==> src/rtl/ball_flight.sv <==
// Projectile integrator: fixed-point position/velocity stepped once per tick,
// stopping on ground contact or when the ball reaches the right-hand wall.
module ball_flight #(
    parameter int GRAVITY = 16,
    parameter int FRAC    = 4,
    parameter int X_MAX   = 639
) (
    input  logic       clk,
    input  logic       rst_n,
    input  logic       launch,
    input  logic       tick,
    input  logic [9:0] Vel_x,
    input  logic [9:0] Vel_y,
    output logic [9:0] Pos_x,
    output logic [9:0] Pos_y,
    output logic       busy,
    output logic       done,
    output logic       hit_wall
);

    typedef enum logic [1:0] {IDLE, FLIGHT, LAND} state_t;

    localparam logic [15:0]        PX_LIM = 16'(X_MAX << FRAC);
    localparam logic signed [11:0] GRAV   = 12'(GRAVITY);

    state_t             state, state_d;
    logic [9:0]         vx, vx_d;
    logic signed [11:0] vy, vy_d;
    logic [14:0]        px, px_d;
    logic signed [16:0] py, py_d;
    logic               hw_d;
    logic [15:0]        next_px;
    logic [17:0]        next_py;
    logic [14:0]        px_int;
    logic [16:0]        py_int;

    always_ff @(posedge clk) begin
        if (!rst_n) begin
            state    <= IDLE;
            vx       <= '0;
            vy       <= '0;
            px       <= '0;
            py       <= '0;
            hit_wall <= 1'b0;
        end else begin
            state    <= state_d;
            vx       <= vx_d;
            vy       <= vy_d;
            px       <= px_d;
            py       <= py_d;
            hit_wall <= hw_d;
        end
    end

    always_comb begin
        state_d = state;
        vx_d    = vx;
        vy_d    = vy;
        px_d    = px;
        py_d    = py;
        hw_d    = hit_wall;
        // One bit of headroom on each sum so overflow past the wall or
        // below ground is visible before clamping.
        next_px = {1'b0, px} + {6'b0, vx};
        next_py = {py[16], py} + {{6{vy[11]}}, vy};
        case (state)
            IDLE: begin
                if (launch) begin
                    vx_d    = Vel_x;
                    vy_d    = {2'b00, Vel_y};
                    px_d    = '0;
                    py_d    = '0;
                    hw_d    = 1'b0;
                    state_d = FLIGHT;
                end
            end
            FLIGHT: begin
                if (tick) begin
                    vy_d = vy - GRAV;
                    px_d = next_px[14:0];
                    py_d = next_py[16:0];
                    if (next_py[17]) begin
                        py_d    = '0;
                        state_d = LAND;
                    end
                    if (next_px > PX_LIM) begin
                        px_d    = PX_LIM[14:0];
                        hw_d    = 1'b1;
                        state_d = LAND;
                    end
                end
            end
            LAND:    state_d = IDLE;
            default: state_d = IDLE;
        endcase
    end

    // py is never negative once stored, so a logical shift gives the pixel row.
    assign px_int = px >> FRAC;
    assign py_int = py >> FRAC;
    assign Pos_x  = (|px_int[14:10]) ? 10'h3ff : px_int[9:0];
    assign Pos_y  = (|py_int[16:10]) ? 10'h3ff : py_int[9:0];
    assign busy   = (state == FLIGHT);
    assign done   = (state == LAND);

endmodule

==> config.mk <==
export PLATFORM = sky130hd
export DESIGN_NAME = ball_flight
export DESIGN_NICKNAME = d
export VERILOG_FILES = /design/src/rtl/ball_flight.sv
export SDC_FILE = /design/constraint.sdc
export NUM_CORES = 1
export LEC_CHECK = 0
export ABC_AREA = 1
export CAP_MARGIN = 5
export CORE_MARGIN = 1
export CORE_UTILIZATION = 48
export DETAILED_ROUTE_END_ITERATION = 8
export GPL_ROUTABILITY_DRIVEN = 0
export PLACE_DENSITY = 0.7
export SETUP_SLACK_MARGIN = 0.1
export SYNTH_ARGS = -nofsm -noshare
export SYNTH_HDL_FRONTEND = slang
export SYNTH_SLANG_ARGS = --single-unit
==> constraint.sdc <==
create_clock -name clk -period 3.1 [get_ports clk]
set_input_delay 0.465 -clock clk [delete_from_list [all_inputs] [get_ports clk]]
set_output_delay 0.465 -clock clk [all_outputs]
set_load 0.05 [all_outputs]
==> results of run 1 <==
-- flip-flops by register name, summed over array words and instances, names as in the netlist --
name / cells
py: 17
px: 15
vy: 12
vx: 10
state: 2
hit_wall: 1
-- cell type report --
class	instances	area [um^2]	share of cell area (%)
inverter	69	259	5.37
timing repair buffer	56	536	11.1
sequential	57	1140	23.7
tap	105	131	2.73
multi-input combinational	484	2580	53.5
clock inverter	3	15.0	0.312
clock buffer	13	159	3.30
-- worst max-delay path, cell delays in order, from the launching register on --
cell and delay [ns]:
sky130_fd_sc_hd__dfxtp_1 0.31, sky130_fd_sc_hd__ha_1 0.25, sky130_fd_sc_hd__fa_1 0.45, sky130_fd_sc_hd__nand2_2 0.11, sky130_fd_sc_hd__inv_1 0.04, sky130_fd_sc_hd__nor2_1 0.12, sky130_fd_sc_hd__nor2_1 0.06, sky130_fd_sc_hd__nand3_1 0.09
sky130_fd_sc_hd__nand2_1 0.06, sky130_fd_sc_hd__nor2_1 0.12, sky130_fd_sc_hd__nand3_1 0.12, sky130_fd_sc_hd__o21bai_1 0.15, sky130_fd_sc_hd__nand2_1 0.10, sky130_fd_sc_hd__nand2_2 0.12, sky130_fd_sc_hd__inv_2 0.07, sky130_fd_sc_hd__nand2_1 0.09
sky130_fd_sc_hd__nand3_1 0.07, sky130_fd_sc_hd__nand2_1 0.08, sky130_fd_sc_hd__inv_1 0.03
-- metrics by stage --
stage	setup slack [ns]	hold WS [ns]	area, um^2	util, %	power, mW
3_3_place_gp	0.599	0.459	4650	56.5	2.46
6_report	0.547	0.482	4820	58.7	3.11
3_5_place_dp	0.589	0.472	4650	56.5	2.49
4_1_cts	0.566	0.481	4820	58.7	3.13
2_1_floorplan	0.924	0.449	4060	-	2.10
5_1_grt	0.329	0.502	4820	58.7	3.35
-- power by group --
part / total [mW] / internal (mW) / switching (mW)
Combinational: 1.48 / 0.534 / 0.950
Clock: 0.628 / 0.330 / 0.298
Sequential: 1.00 / 0.870 / 0.131
-- path summary, 6_finish.rpt --
path / startpoint / endpoint / slack (ns) / cells past startpoint
worst max-delay path: vx[0] / state[0] / 0.55 / 18
worst min-delay path: hit_wall / hit_wall / 0.48 / 2
worst max register to register: vx[0] / state[0] / 0.55 / 18
worst min register to register: hit_wall / hit_wall / 0.48 / 2
-- cell families (layout without fill, tap and decap cells) --
family | after synthesis | count (layout)
flip-flops | 57 | 57
adder cells (fa/ha/maj) | 30 | 30
AND/OR/NAND/NOR | 339 | 339
XOR/XNOR | 12 | 12
buffers and inverters | 85 | 141
AO/OA/AOI/OAI | 103 | 103
-- cell usage in the layout, fill, tap and decap left out, types with 3 or more instances in the layout --
master and n:
sky130_fd_sc_hd__a211oi_1 3, sky130_fd_sc_hd__a21oi_1 36, sky130_fd_sc_hd__a21oi_2 13, sky130_fd_sc_hd__a31oi_1 13, sky130_fd_sc_hd__buf_4 10, sky130_fd_sc_hd__clkbuf_8 11
sky130_fd_sc_hd__clkdlybuf4s50_1 46, sky130_fd_sc_hd__clkinv_2 3, sky130_fd_sc_hd__dfxtp_1 57, sky130_fd_sc_hd__ha_1 28, sky130_fd_sc_hd__inv_1 66, sky130_fd_sc_hd__nand2_1 176
sky130_fd_sc_hd__nand2_2 18, sky130_fd_sc_hd__nand3_1 42, sky130_fd_sc_hd__nand4_1 7, sky130_fd_sc_hd__nor2_1 68, sky130_fd_sc_hd__nor3_1 4, sky130_fd_sc_hd__o21ai_0 28
sky130_fd_sc_hd__o21ai_1 4, sky130_fd_sc_hd__or2_2 13, sky130_fd_sc_hd__xnor2_1 4, sky130_fd_sc_hd__xor2_1 8
-- metal layers --
metal  global-route usage (%)  vias up
li1                         -     2135
met2                     46.0      106
met3                     5.34       23
met5                        0        -
met1                     29.2     1801
met4                     10.3        0
==> impl_metrics.xml, run 1 <==
<?xml version="1.0" encoding="UTF-8"?>
<metrics>
  <group name="drt">
    <metric name="highest_layer" unit="">met4</metric>
    <metric name="routed-wl-met2" unit="um">5020</metric>
    <metric name="final_antenna_net_count" unit="">0</metric>
    <metric name="wl_met1" unit="um">4510</metric>
    <metric name="initial_drt_markers" unit="">183</metric>
    <metric name="drc" unit="">0</metric>
    <metric name="post_drt_via_cell_ratio" unit="">5.17</metric>
    <metric name="detail_route.wl_per_cell" unit="um">13.0</metric>
    <metric name="drt_pre_antenna_iters" unit="">5</metric>
    <metric name="vias" unit="">4065</metric>
    <metric name="totalWireLength" unit="um">10300</metric>
    <metric name="met3RoutedLength" unit="um">450</metric>
  </group>
  <group name="floorplan">
    <metric name="initial_core_util" unit="%">49.4</metric>
    <metric name="floorplan.die.width" unit="um">94.0</metric>
    <metric name="num_io_pins" unit="">47</metric>
    <metric name="placementRows" unit="">33</metric>
    <metric name="die-area" unit="um^2">8830</metric>
    <metric name="chipHeight" unit="um">94.0</metric>
    <metric name="floorplan.core_area" unit="um^2">8220</metric>
  </group>
  <group name="clock_tree">
    <metric name="cts.root.buffer_cell" unit="">sky130_fd_sc_hd__clkbuf_8</metric>
    <metric name="max-clock-path-buffers" unit="">2</metric>
    <metric name="cts_hold_buffers" unit="">0</metric>
    <metric name="cts_resized" unit="">0</metric>
    <metric name="cts_post_setup_buffers_inserted" unit="">0</metric>
    <metric name="numCtsBuffers" unit="">9</metric>
    <metric name="count_of_h_tree_levels_built_during_cts" unit="">3</metric>
    <metric name="clk-insertion-delay-late" unit="ns">0.34</metric>
    <metric name="clkTransAtPathRegs" unit="ns">0.07</metric>
    <metric name="tritoncts" unit="">built</metric>
    <metric name="total_number_of_clock_tree_sinks" unit="">57</metric>
  </group>
  <group name="placement">
    <metric name="place_hpwl" unit="um">7730</metric>
    <metric name="placedCellCount" unit="">771</metric>
    <metric name="placement.io_buffers" unit="">46</metric>
  </group>
  <group name="final_layout">
    <metric name="final_layout_size_suffix_gt1_share" unit="%">11.1</metric>
    <metric name="n_fill_cell" unit="">796</metric>
    <metric name="layoutNonFillerInstCount" unit="">787</metric>
    <metric name="antenna_cells_inserted" unit="">0</metric>
    <metric name="area_delta_synth_final" unit="%">18.7</metric>
    <metric name="num-nets-final" unit="">731</metric>
  </group>
  <group name="timing">
    <metric name="worst_slew_pin_slew" unit="ns">0.582</metric>
    <metric name="slew_headroom" unit="%">61.1</metric>
    <metric name="final.period_utilization" unit="%">82.4</metric>
    <metric name="hold_violations" unit="">0</metric>
    <metric name="fmax" unit="MHz">392</metric>
    <metric name="maxSlewViolCount" unit="">0</metric>
    <metric name="timing.setup.tns" unit="ns">0</metric>
    <metric name="post-route-min-period" unit="ns">2.55</metric>
    <metric name="timing.clock.skew" unit="ns">0.0104</metric>
    <metric name="rsz0062_at_grt" unit="">false</metric>
    <metric name="setup-violations-final" unit="">0</metric>
  </group>
  <group name="power_and_ir_drop">
    <metric name="ir_drop" unit="V">0.000478</metric>
    <metric name="power_per_cell_area" unit="nW/um^2">646</metric>
    <metric name="power_leakage" unit="nW">2.28</metric>
  </group>
  <group name="run_status">
    <metric name="status" unit="">finished clean</metric>
  </group>
  <group name="logic_synthesis">
    <metric name="synth.area.top_cells" unit="">sky130_fd_sc_hd__dfxtp_1 28%, sky130_fd_sc_hd__nand2_1 16%, sky130_fd_sc_hd__ha_1 8.6%</metric>
    <metric name="synthFlopType" unit="">sky130_fd_sc_hd__dfxtp_1</metric>
    <metric name="ys_seq_elements" unit="">57</metric>
    <metric name="sequential_share_of_the_synthesized_area" unit="%">28.1</metric>
    <metric name="synth_adder_area_share" unit="%">9.61</metric>
    <metric name="yosys.area.top_type_share" unit="%">28.1</metric>
    <metric name="netlist_area_before_placement" unit="um^2">4060</metric>
    <metric name="yosys-mux-area-fraction" unit="%">0</metric>
    <metric name="synthCells" unit="">626</metric>
    <metric name="ys_async_sr_fraction" unit="%">0</metric>
    <metric name="synth-edff-count" unit="">0</metric>
    <metric name="synthDistinctLibCells" unit="">41</metric>
    <metric name="synth_top_area_cell" unit="">sky130_fd_sc_hd__dfxtp_1</metric>
    <metric name="synthXorXnorAreaFrac" unit="%">2.59</metric>
    <metric name="synth.top_cells.by_count" unit="">176 x sky130_fd_sc_hd__nand2_1, 68 x sky130_fd_sc_hd__nor2_1, 66 x sky130_fd_sc_hd__inv_1</metric>
    <metric name="synth_top_family_by_area" unit="">simple AND/OR/NAND/NOR gates</metric>
    <metric name="post-synth-top-count-cell" unit="">sky130_fd_sc_hd__nand2_1</metric>
    <metric name="yosys_warnings" unit="">0</metric>
    <metric name="compound_gate_fraction_of_synth_area" unit="%">14.8</metric>
    <metric name="post_synth.cell_area_avg" unit="um^2">6.49</metric>
    <metric name="fraction_of_the_mapped_netlist_area_in_simple_logic_gates" unit="%">36.4</metric>
    <metric name="synthesis.nets" unit="">680</metric>
  </group>
  <group name="global_routing">
    <metric name="grt_first_pass_wirelength" unit="um">17700</metric>
    <metric name="grt_antenna_before_repair" unit="">0</metric>
    <metric name="globalRoute.totalOverflow" unit="">0</metric>
    <metric name="grt_start_max_net_pins" unit="">35</metric>
    <metric name="grt_pass1_vias" unit="">4007</metric>
    <metric name="grtUsageTotal" unit="%">25.6</metric>
  </group>
  <group name="min_path">
    <metric name="hold_class" unit="">flip-flop to flip-flop</metric>
  </group>
  <group name="critical_path">
    <metric name="timing.setup.critical_path_class" unit="">flip-flop to flip-flop</metric>
    <metric name="worstPathArrival" unit="ns">2.79</metric>
    <metric name="critical_path_fanout_max" unit="">5</metric>
    <metric name="setup.worst_path.end_class" unit="">flip-flop</metric>
    <metric name="worst-endpoint-required" unit="ns">3.34</metric>
    <metric name="setup.worst_path.start_class" unit="">flip-flop</metric>
  </group>
  <group name="run">
    <metric name="cap_viol_max_count" unit="">0</metric>
  </group>
</metrics>
No activity file was read; power rests on OpenSTA's default activity.
==> run 2, diff against run 1 <==
==> constraint.sdc (replaced) <==
create_clock -name clk -period 2.35 [get_ports clk]
set_input_delay 0.3525 -clock clk [delete_from_list [all_inputs] [get_ports clk]]
set_output_delay 0.3525 -clock clk [all_outputs]
set_load 0.05 [all_outputs]
==> run 2 against run 1 <==
Critical path depth down 4. Clock power is 72% higher. Core utilization rose by 4.2 points. Cell count up 1.3%. Critical endpoint is now px[2]. Largest cell class unchanged.
==> impl_metrics.xml, run 2 (same netlist as run 1, synthesis figures left out) <==
<?xml version="1.0" encoding="UTF-8"?>
<metrics>
  <group name="critical_path">
    <metric name="timing.setup.critical_path_class" unit="">flip-flop to flip-flop</metric>
    <metric name="setup.worst_path.start_class" unit="">flip-flop</metric>
    <metric name="worst-endpoint-required" unit="ns">2.62</metric>
    <metric name="worstPathArrival" unit="ns">2.51</metric>
    <metric name="reg2regPathDepth" unit="">14</metric>
    <metric name="setup.worst_path.end_class" unit="">flip-flop</metric>
    <metric name="r2r_setup_slack" unit="ns">0.11</metric>
    <metric name="critical_path_fanout_max" unit="">5</metric>
    <metric name="worst_r2r_endpoint" unit="">px[2]</metric>
    <metric name="crit-reg2reg-launch" unit="">vx[9]</metric>
  </group>
  <group name="timing">
    <metric name="maxSlewViolCount" unit="">0</metric>
    <metric name="finalHoldWorstSlack" unit="ns">0.470</metric>
    <metric name="final.period_utilization" unit="%">95.3</metric>
    <metric name="rsz0062_at_grt" unit="">true</metric>
    <metric name="final.setup.worst_slack" unit="ns">0.110</metric>
    <metric name="setup-violations-final" unit="">0</metric>
    <metric name="timing.clock.skew" unit="ns">0.00762</metric>
    <metric name="fmax" unit="MHz">446</metric>
    <metric name="slew_headroom" unit="%">66.7</metric>
    <metric name="worst_slew_pin_slew" unit="ns">0.498</metric>
    <metric name="hold_violations" unit="">0</metric>
    <metric name="post-route-min-period" unit="ns">2.24</metric>
  </group>
  <group name="global_routing">
    <metric name="grt_first_pass_wirelength" unit="um">17500</metric>
    <metric name="grtUsageTotal" unit="%">25.4</metric>
    <metric name="grt_pass1_vias" unit="">3985</metric>
    <metric name="grt_start_max_net_pins" unit="">35</metric>
    <metric name="globalRoute.totalOverflow" unit="">0</metric>
    <metric name="grt_antenna_before_repair" unit="">0</metric>
  </group>
  <group name="placement">
    <metric name="placement.io_buffers" unit="">46</metric>
    <metric name="place_hpwl" unit="um">7970</metric>
    <metric name="preCtsSetupSlack" unit="ns">-0.0132</metric>
  </group>
  <group name="clock_tree">
    <metric name="clkTransAtPathRegs" unit="ns">0.07</metric>
    <metric name="count_of_h_tree_levels_built_during_cts" unit="">3</metric>
    <metric name="tritoncts" unit="">built</metric>
    <metric name="numCtsBuffers" unit="">9</metric>
    <metric name="max-clock-path-buffers" unit="">2</metric>
    <metric name="cts_hold_buffers" unit="">0</metric>
    <metric name="cts.root.buffer_cell" unit="">sky130_fd_sc_hd__clkbuf_8</metric>
    <metric name="total_number_of_clock_tree_sinks" unit="">57</metric>
    <metric name="clk-insertion-delay-late" unit="ns">0.34</metric>
  </group>
  <group name="final_layout">
    <metric name="antenna_cells_inserted" unit="">0</metric>
    <metric name="final_cell_mix" unit="">173 x sky130_fd_sc_hd__nand2_1, 65 x sky130_fd_sc_hd__nor2_1, 64 x sky130_fd_sc_hd__inv_1</metric>
    <metric name="register_with_the_most_flip_flops" unit="">py</metric>
    <metric name="num-nets-final" unit="">742</metric>
    <metric name="most_common_cell_after_layout_fill_and_taps_aside" unit="">sky130_fd_sc_hd__nand2_1</metric>
    <metric name="area_of_the_multi_input_gates" unit="um^2">2770</metric>
    <metric name="area_delta_synth_final" unit="%">27.1</metric>
    <metric name="max_ffs_per_register" unit="">17</metric>
    <metric name="final-seq-area" unit="um^2">1150</metric>
    <metric name="n_fill_cell" unit="">769</metric>
    <metric name="biggestRegsByFlops" unit="">py (17), px (15), vy (12)</metric>
    <metric name="final_layout_size_suffix_gt1_share" unit="%">19.4</metric>
  </group>
  <group name="floorplan">
    <metric name="placementRows" unit="">33</metric>
    <metric name="floorplan.core_area" unit="um^2">8220</metric>
    <metric name="floorplan.die.width" unit="um">94.0</metric>
    <metric name="die-area" unit="um^2">8830</metric>
    <metric name="initial_core_util" unit="%">49.4</metric>
    <metric name="num_io_pins" unit="">47</metric>
    <metric name="chipHeight" unit="um">94.0</metric>
  </group>
  <group name="min_path">
    <metric name="hold_class" unit="">flip-flop to flip-flop</metric>
    <metric name="timing.hold.worst.start" unit="">hit_wall</metric>
    <metric name="holdPathStages" unit="">2</metric>
    <metric name="hold-path-endpoint" unit="">hit_wall</metric>
  </group>
  <group name="power_and_ir_drop">
    <metric name="ir_drop" unit="V">0.000414</metric>
    <metric name="power_leakage" unit="nW">2.46</metric>
    <metric name="comb_power_share" unit="%">47.8</metric>
    <metric name="net_switching_share_of_the_total_power" unit="%">41.6</metric>
    <metric name="pwr-share-seq" unit="%">29.1</metric>
    <metric name="total_power" unit="mW">4.65</metric>
    <metric name="clock_power_share" unit="%">23.2</metric>
    <metric name="power_per_cell_area" unit="nW/um^2">901</metric>
    <metric name="switchingPower" unit="mW">1.94</metric>
    <metric name="p_int" unit="mW">2.72</metric>
  </group>
  <group name="run_status">
    <metric name="status" unit="">finished clean</metric>
  </group>
  <group name="run">
    <metric name="cap_viol_max_count" unit="">0</metric>
  </group>
  <group name="drt">
    <metric name="vias" unit="">4200</metric>
    <metric name="totalWireLength" unit="um">10900</metric>
    <metric name="initial_drt_markers" unit="">161</metric>
    <metric name="final_antenna_net_count" unit="">0</metric>
    <metric name="drt_pre_antenna_iters" unit="">5</metric>
    <metric name="detail_route.wl_per_cell" unit="um">13.6</metric>
    <metric name="drc" unit="">0</metric>
    <metric name="post_drt_via_cell_ratio" unit="">5.27</metric>
  </group>
</metrics>
## run 2: changes by cell type in the layout (fill, tap and decap cells not counted), moves of 5 or more
cell                              previous run  this run
sky130_fd_sc_hd__clkdlybuf4s50_1            46        31
sky130_fd_sc_hd__buf_4                      10        31
sky130_fd_sc_hd__a21oi_2                    13        18
sky130_fd_sc_hd__ha_4                        0         8
sky130_fd_sc_hd__ha_1                       28        18
sky130_fd_sc_hd__a21oi_1                    36        31
sky130_fd_sc_hd__dfxtp_2                     0         5
sky130_fd_sc_hd__dfxtp_1                    57        52
## run 2: power by group through the flow
stage                     Combinational [mW]  Sequential [mW]  Clock [mW]
after floorplan                         1.50             1.28           0
after global placement                  1.97             1.32           0
after detailed placement                2.01             1.33           0
after CTS                               2.06             1.33        1.09
after global routing                    2.46             1.38        1.14
final                                   2.22             1.35        1.08
## run 2: how the worst max path moves through the flow
stage               start        to  slack, ns  cells past startpoint
global route        px[0]     px[2]      -0.05                     14
detailed placement  vx[9]  state[1]      -0.01                     14
floorplan           vx[0]  state[1]       0.17                     15
finish              vx[9]     px[2]       0.11                     14
global placement    vx[9]     px[9]       0.04                     12
CTS                 px[0]  state[0]       0.10                     18
## run 2: cell type report
class	instances	share of cell area (%)
multi-input cells	484	53.7
flip-flops and latches	57	22.2
repair buffers	67	11.9
clock buffers	13	3.27
well taps	105	2.54
clock inverters	2	1.16
inverters	69	5.21
## run 2: timing repair
item,in CTS,in global routing
endpoints found under the setup margin,24,45
pin swaps,3,3
setup buffers,1,6
cloned,0,0
gates resized for setup,17,36
## run 2: worst max-delay path, stage by stage, from the launching register on
cell and delay (ns):
sky130_fd_sc_hd__dfxtp_1 0.37, sky130_fd_sc_hd__ha_4 0.32, sky130_fd_sc_hd__nand2_1 0.10, sky130_fd_sc_hd__nor2_1 0.19, sky130_fd_sc_hd__nand2_1 0.14, sky130_fd_sc_hd__nand3_2 0.12, sky130_fd_sc_hd__nand2_1 0.05, sky130_fd_sc_hd__nand2_1 0.10
sky130_fd_sc_hd__nand2_1 0.06, sky130_fd_sc_hd__o21bai_1 0.14, sky130_fd_sc_hd__nand2_1 0.10, sky130_fd_sc_hd__nand2_2 0.11, sky130_fd_sc_hd__nor2_2 0.15, sky130_fd_sc_hd__nand2_1 0.09, sky130_fd_sc_hd__a21oi_1 0.12
## run 2: per-layer routing
| metal | wire length, um | vias to the layer above | track usage (%) |
|---|---|---|---|
| met5 | 0 | - | 0 |
| met4 | 185 | 0 | 8.97 |
| met1 | 4530 | 1928 | 27.8 |
| li1 | - | 2169 | - |
| met2 | 5720 | 86 | 48.4 |
| met3 | 417 | 17 | 4.21 |
## run 2: stage by stage
| stage | TNS (ns) | instance area, um^2 | cells | util, % |
|---|---|---|---|---|
| after floorplan | 0 | 4060 | 626 | - |
| after CTS | 0 | 4970 | 791 | 60.4 |
| after global routing | -0.304 | 5160 | 797 | 62.8 |
| after detailed placement | -0.0265 | 4660 | 775 | 56.7 |
| after global placement | 0 | 4660 | 775 | 56.7 |
| final | 0 | 5160 | 797 | 62.8 |
==> run 3, diff against run 2 <==
--- a/config.mk
+++ b/config.mk
@@ -12,6 +12,7 @@
 export DETAILED_ROUTE_END_ITERATION = 8
 export GPL_ROUTABILITY_DRIVEN = 0
 export PLACE_DENSITY = 0.7
+export RECOVER_POWER = 100
 export SETUP_SLACK_MARGIN = 0.1
 export SYNTH_ARGS = -nofsm -noshare
 export SYNTH_HDL_FRONTEND = slang
==> run 3 against run 2 <==
Die area stayed put. Cell count is the same. Combinational power shrank 3%. Sequential cell count unchanged. First-iteration DRC count fell by 8.1%. Via count is 0.19% lower. Sequential power hardly changed. Critical path depth is the same. Fmax fell by 0.72%. Core utilization fell by 1.1 points. Global-route usage stayed put.
==> impl_metrics.xml, run 3 (same netlist as run 1, synthesis figures left out) <==
<?xml version="1.0" encoding="UTF-8"?>
<metrics>
  <group name="floorplan">
    <metric name="initial_core_util" unit="%">49.4</metric>
    <metric name="placementRows" unit="">33</metric>
    <metric name="chipHeight" unit="um">94.0</metric>
    <metric name="floorplan.core_area" unit="um^2">8220</metric>
    <metric name="num_io_pins" unit="">47</metric>
    <metric name="floorplan.die.width" unit="um">94.0</metric>
    <metric name="die-area" unit="um^2">8830</metric>
  </group>
  <group name="power_and_ir_drop">
    <metric name="ir_drop" unit="V">0.000387</metric>
    <metric name="power_leakage" unit="nW">2.36</metric>
    <metric name="power_per_cell_area" unit="nW/um^2">905</metric>
  </group>
  <group name="final_layout">
    <metric name="n_fill_cell" unit="">790</metric>
    <metric name="area_delta_synth_final" unit="%">25.0</metric>
    <metric name="register_with_the_most_flip_flops" unit="">py</metric>
    <metric name="postLayoutCoreUtil" unit="%">61.8</metric>
    <metric name="max_ffs_per_register" unit="">17</metric>
    <metric name="final_cell_mix" unit="">173 x sky130_fd_sc_hd__nand2_1, 66 x sky130_fd_sc_hd__nor2_1, 64 x sky130_fd_sc_hd__inv_1</metric>
    <metric name="final_layout_size_suffix_gt1_share" unit="%">17.8</metric>
    <metric name="num-nets-final" unit="">742</metric>
    <metric name="biggestRegsByFlops" unit="">py (17), px (15), vy (12)</metric>
    <metric name="antenna_cells_inserted" unit="">0</metric>
    <metric name="most_common_cell_after_layout_fill_and_taps_aside" unit="">sky130_fd_sc_hd__nand2_1</metric>
  </group>
  <group name="drt">
    <metric name="detail_route.wl_per_cell" unit="um">13.6</metric>
    <metric name="drc" unit="">0</metric>
    <metric name="totalWireLength" unit="um">10900</metric>
    <metric name="final_antenna_net_count" unit="">0</metric>
    <metric name="initial_drt_markers" unit="">148</metric>
    <metric name="drt_pre_antenna_iters" unit="">4</metric>
    <metric name="post_drt_via_cell_ratio" unit="">5.26</metric>
    <metric name="vias" unit="">4192</metric>
  </group>
  <group name="clock_tree">
    <metric name="clkTransAtPathRegs" unit="ns">0.07</metric>
    <metric name="clk-insertion-delay-late" unit="ns">0.34</metric>
    <metric name="numCtsBuffers" unit="">9</metric>
    <metric name="count_of_h_tree_levels_built_during_cts" unit="">3</metric>
    <metric name="total_number_of_clock_tree_sinks" unit="">57</metric>
    <metric name="cts_hold_buffers" unit="">0</metric>
    <metric name="max-clock-path-buffers" unit="">2</metric>
    <metric name="cts.root.buffer_cell" unit="">sky130_fd_sc_hd__clkbuf_8</metric>
    <metric name="tritoncts" unit="">built</metric>
  </group>
  <group name="placement">
    <metric name="placement.io_buffers" unit="">46</metric>
    <metric name="place_hpwl" unit="um">7970</metric>
  </group>
  <group name="timing">
    <metric name="slew_headroom" unit="%">60.4</metric>
    <metric name="timing.clock.skew" unit="ns">0.00794</metric>
    <metric name="final.period_utilization" unit="%">96.0</metric>
    <metric name="post-route-min-period" unit="ns">2.26</metric>
    <metric name="maxSlewViolCount" unit="">0</metric>
    <metric name="hold_violations" unit="">0</metric>
    <metric name="fmax" unit="MHz">443</metric>
    <metric name="setup-violations-final" unit="">0</metric>
    <metric name="worst_slew_pin_slew" unit="ns">0.596</metric>
    <metric name="finalHoldWorstSlack" unit="ns">0.467</metric>
    <metric name="rsz0062_at_grt" unit="">true</metric>
  </group>
  <group name="critical_path">
    <metric name="crit-reg2reg-launch" unit="">vx[9]</metric>
    <metric name="reg2regPathDepth" unit="">14</metric>
    <metric name="worst_r2r_endpoint" unit="">px[2]</metric>
    <metric name="critical-path-max-stage-delay" unit="ns">0.37</metric>
    <metric name="worstPathArrival" unit="ns">2.53</metric>
    <metric name="crit_path_cell_trace" unit="">ha_4 -&gt; nand2_1 -&gt; nor2_1 -&gt; nand2_1 -&gt; nand3_2 -&gt; nand2_1 -&gt; nand2_1 -&gt; nand2_1 -&gt; o21bai_1 -&gt; nand2_1 -&gt; nand2_2 -&gt; nor2_2 -&gt; nand2_1 -&gt; a21oi_1</metric>
    <metric name="setup.worst_path.end_class" unit="">flip-flop</metric>
    <metric name="timing.critical_path.mode_cell" unit="">sky130_fd_sc_hd__nand2_1</metric>
    <metric name="slowest_stage" unit="">sky130_fd_sc_hd__dfxtp_1</metric>
    <metric name="setup.worst_path.start_class" unit="">flip-flop</metric>
    <metric name="timing.setup.critical_path_class" unit="">flip-flop to flip-flop</metric>
    <metric name="worst-endpoint-required" unit="ns">2.62</metric>
    <metric name="critical_path_fanout_max" unit="">5</metric>
    <metric name="r2r_setup_slack" unit="ns">0.09</metric>
  </group>
  <group name="min_path">
    <metric name="hold_class" unit="">flip-flop to flip-flop</metric>
    <metric name="hold-path-endpoint" unit="">hit_wall</metric>
    <metric name="timing.hold.worst.start" unit="">hit_wall</metric>
    <metric name="holdPathStages" unit="">2</metric>
  </group>
  <group name="global_routing">
    <metric name="grt_antenna_before_repair" unit="">0</metric>
    <metric name="grt_start_max_net_pins" unit="">35</metric>
    <metric name="globalRoute.totalOverflow" unit="">0</metric>
    <metric name="grt_first_pass_wirelength" unit="um">17500</metric>
    <metric name="grtUsageTotal" unit="%">25.4</metric>
    <metric name="grt_pass1_vias" unit="">3985</metric>
  </group>
  <group name="run">
    <metric name="cap_viol_max_count" unit="">0</metric>
  </group>
  <group name="run_status">
    <metric name="status" unit="">finished clean</metric>
  </group>
</metrics>
[run 3: how the worst max path moves through the flow]
stage	end	startpoint	depth (start not counted)	slack, ns
2_1_floorplan	state[1]	vx[0]	15	0.17
6_report	px[2]	vx[9]	14	0.09
3_5_place_dp	state[1]	vx[9]	14	-0.01
5_1_grt	px[2]	px[0]	14	-0.05
3_3_place_gp	px[9]	vx[9]	12	0.04
4_1_cts	state[0]	px[0]	18	0.10
[run 3: final cells by class]
| class | count | area, um^2 | share of cell area [%] |
|---|---|---|---|
| well taps | 105 | 131 | 2.59 |
| inverters | 69 | 269 | 5.30 |
| repair buffers | 67 | 533 | 10.5 |
| multi-input cells | 484 | 2770 | 54.5 |
| flip-flops and latches | 57 | 1150 | 22.6 |
| clock inverters | 2 | 60.1 | 1.18 |
| clock buffers | 13 | 169 | 3.33 |
[run 3: layer usage]
layer	GRT usage (%)	part of all wire [%]	vias up
met1	27.8	42	1928
met3	4.21	3.3	21
li1	-	-	2161
met5	0	0	-
met4	8.97	2.0	0
met2	48.4	53	82
[run 3: stage by stage]
stage / setup TNS (ns) / setup WS (ns) / power [mW] / std cells / cell area [um^2]
6_report: 0 / 0.0934 / 4.59 / 797 / 5070
5_1_grt: -0.400 / -0.0530 / 4.92 / 797 / 5070
4_1_cts: 0 / 0.103 / 4.48 / 791 / 4970
3_5_place_dp: -0.0265 / -0.0132 / 3.35 / 775 / 4660
3_3_place_gp: 0 / 0.0395 / 3.30 / 775 / 4660
2_1_floorplan: 0 / 0.174 / 2.77 / 626 / 4060
[run 3: worst max-delay path, delay by kind of cell, from the launching register on]
family	cells	cell delay (ns)
flip-flops	1	0.37
AO/OA/AOI/OAI	2	0.26
AND/OR/NAND/NOR	11	1.24
adder cells (fa/ha/maj)	1	0.32
[run 3: power breakdown]
part | internal [mW] | total [mW] | switching, mW
registers | 1.15 | 1.35 | 0.199
clock network | 0.679 | 1.08 | 0.399
logic | 0.830 | 2.16 | 1.33
total | 2.66 | 4.59 | 1.93
[run 3: what timing repair did]
action                     in CTS  in global routing
setup endpoints to repair      24                 45
gates resized for setup        17                 36
hold endpoints to repair        0                  0
pin swaps                       3                  3
setup buffers                   1                  6
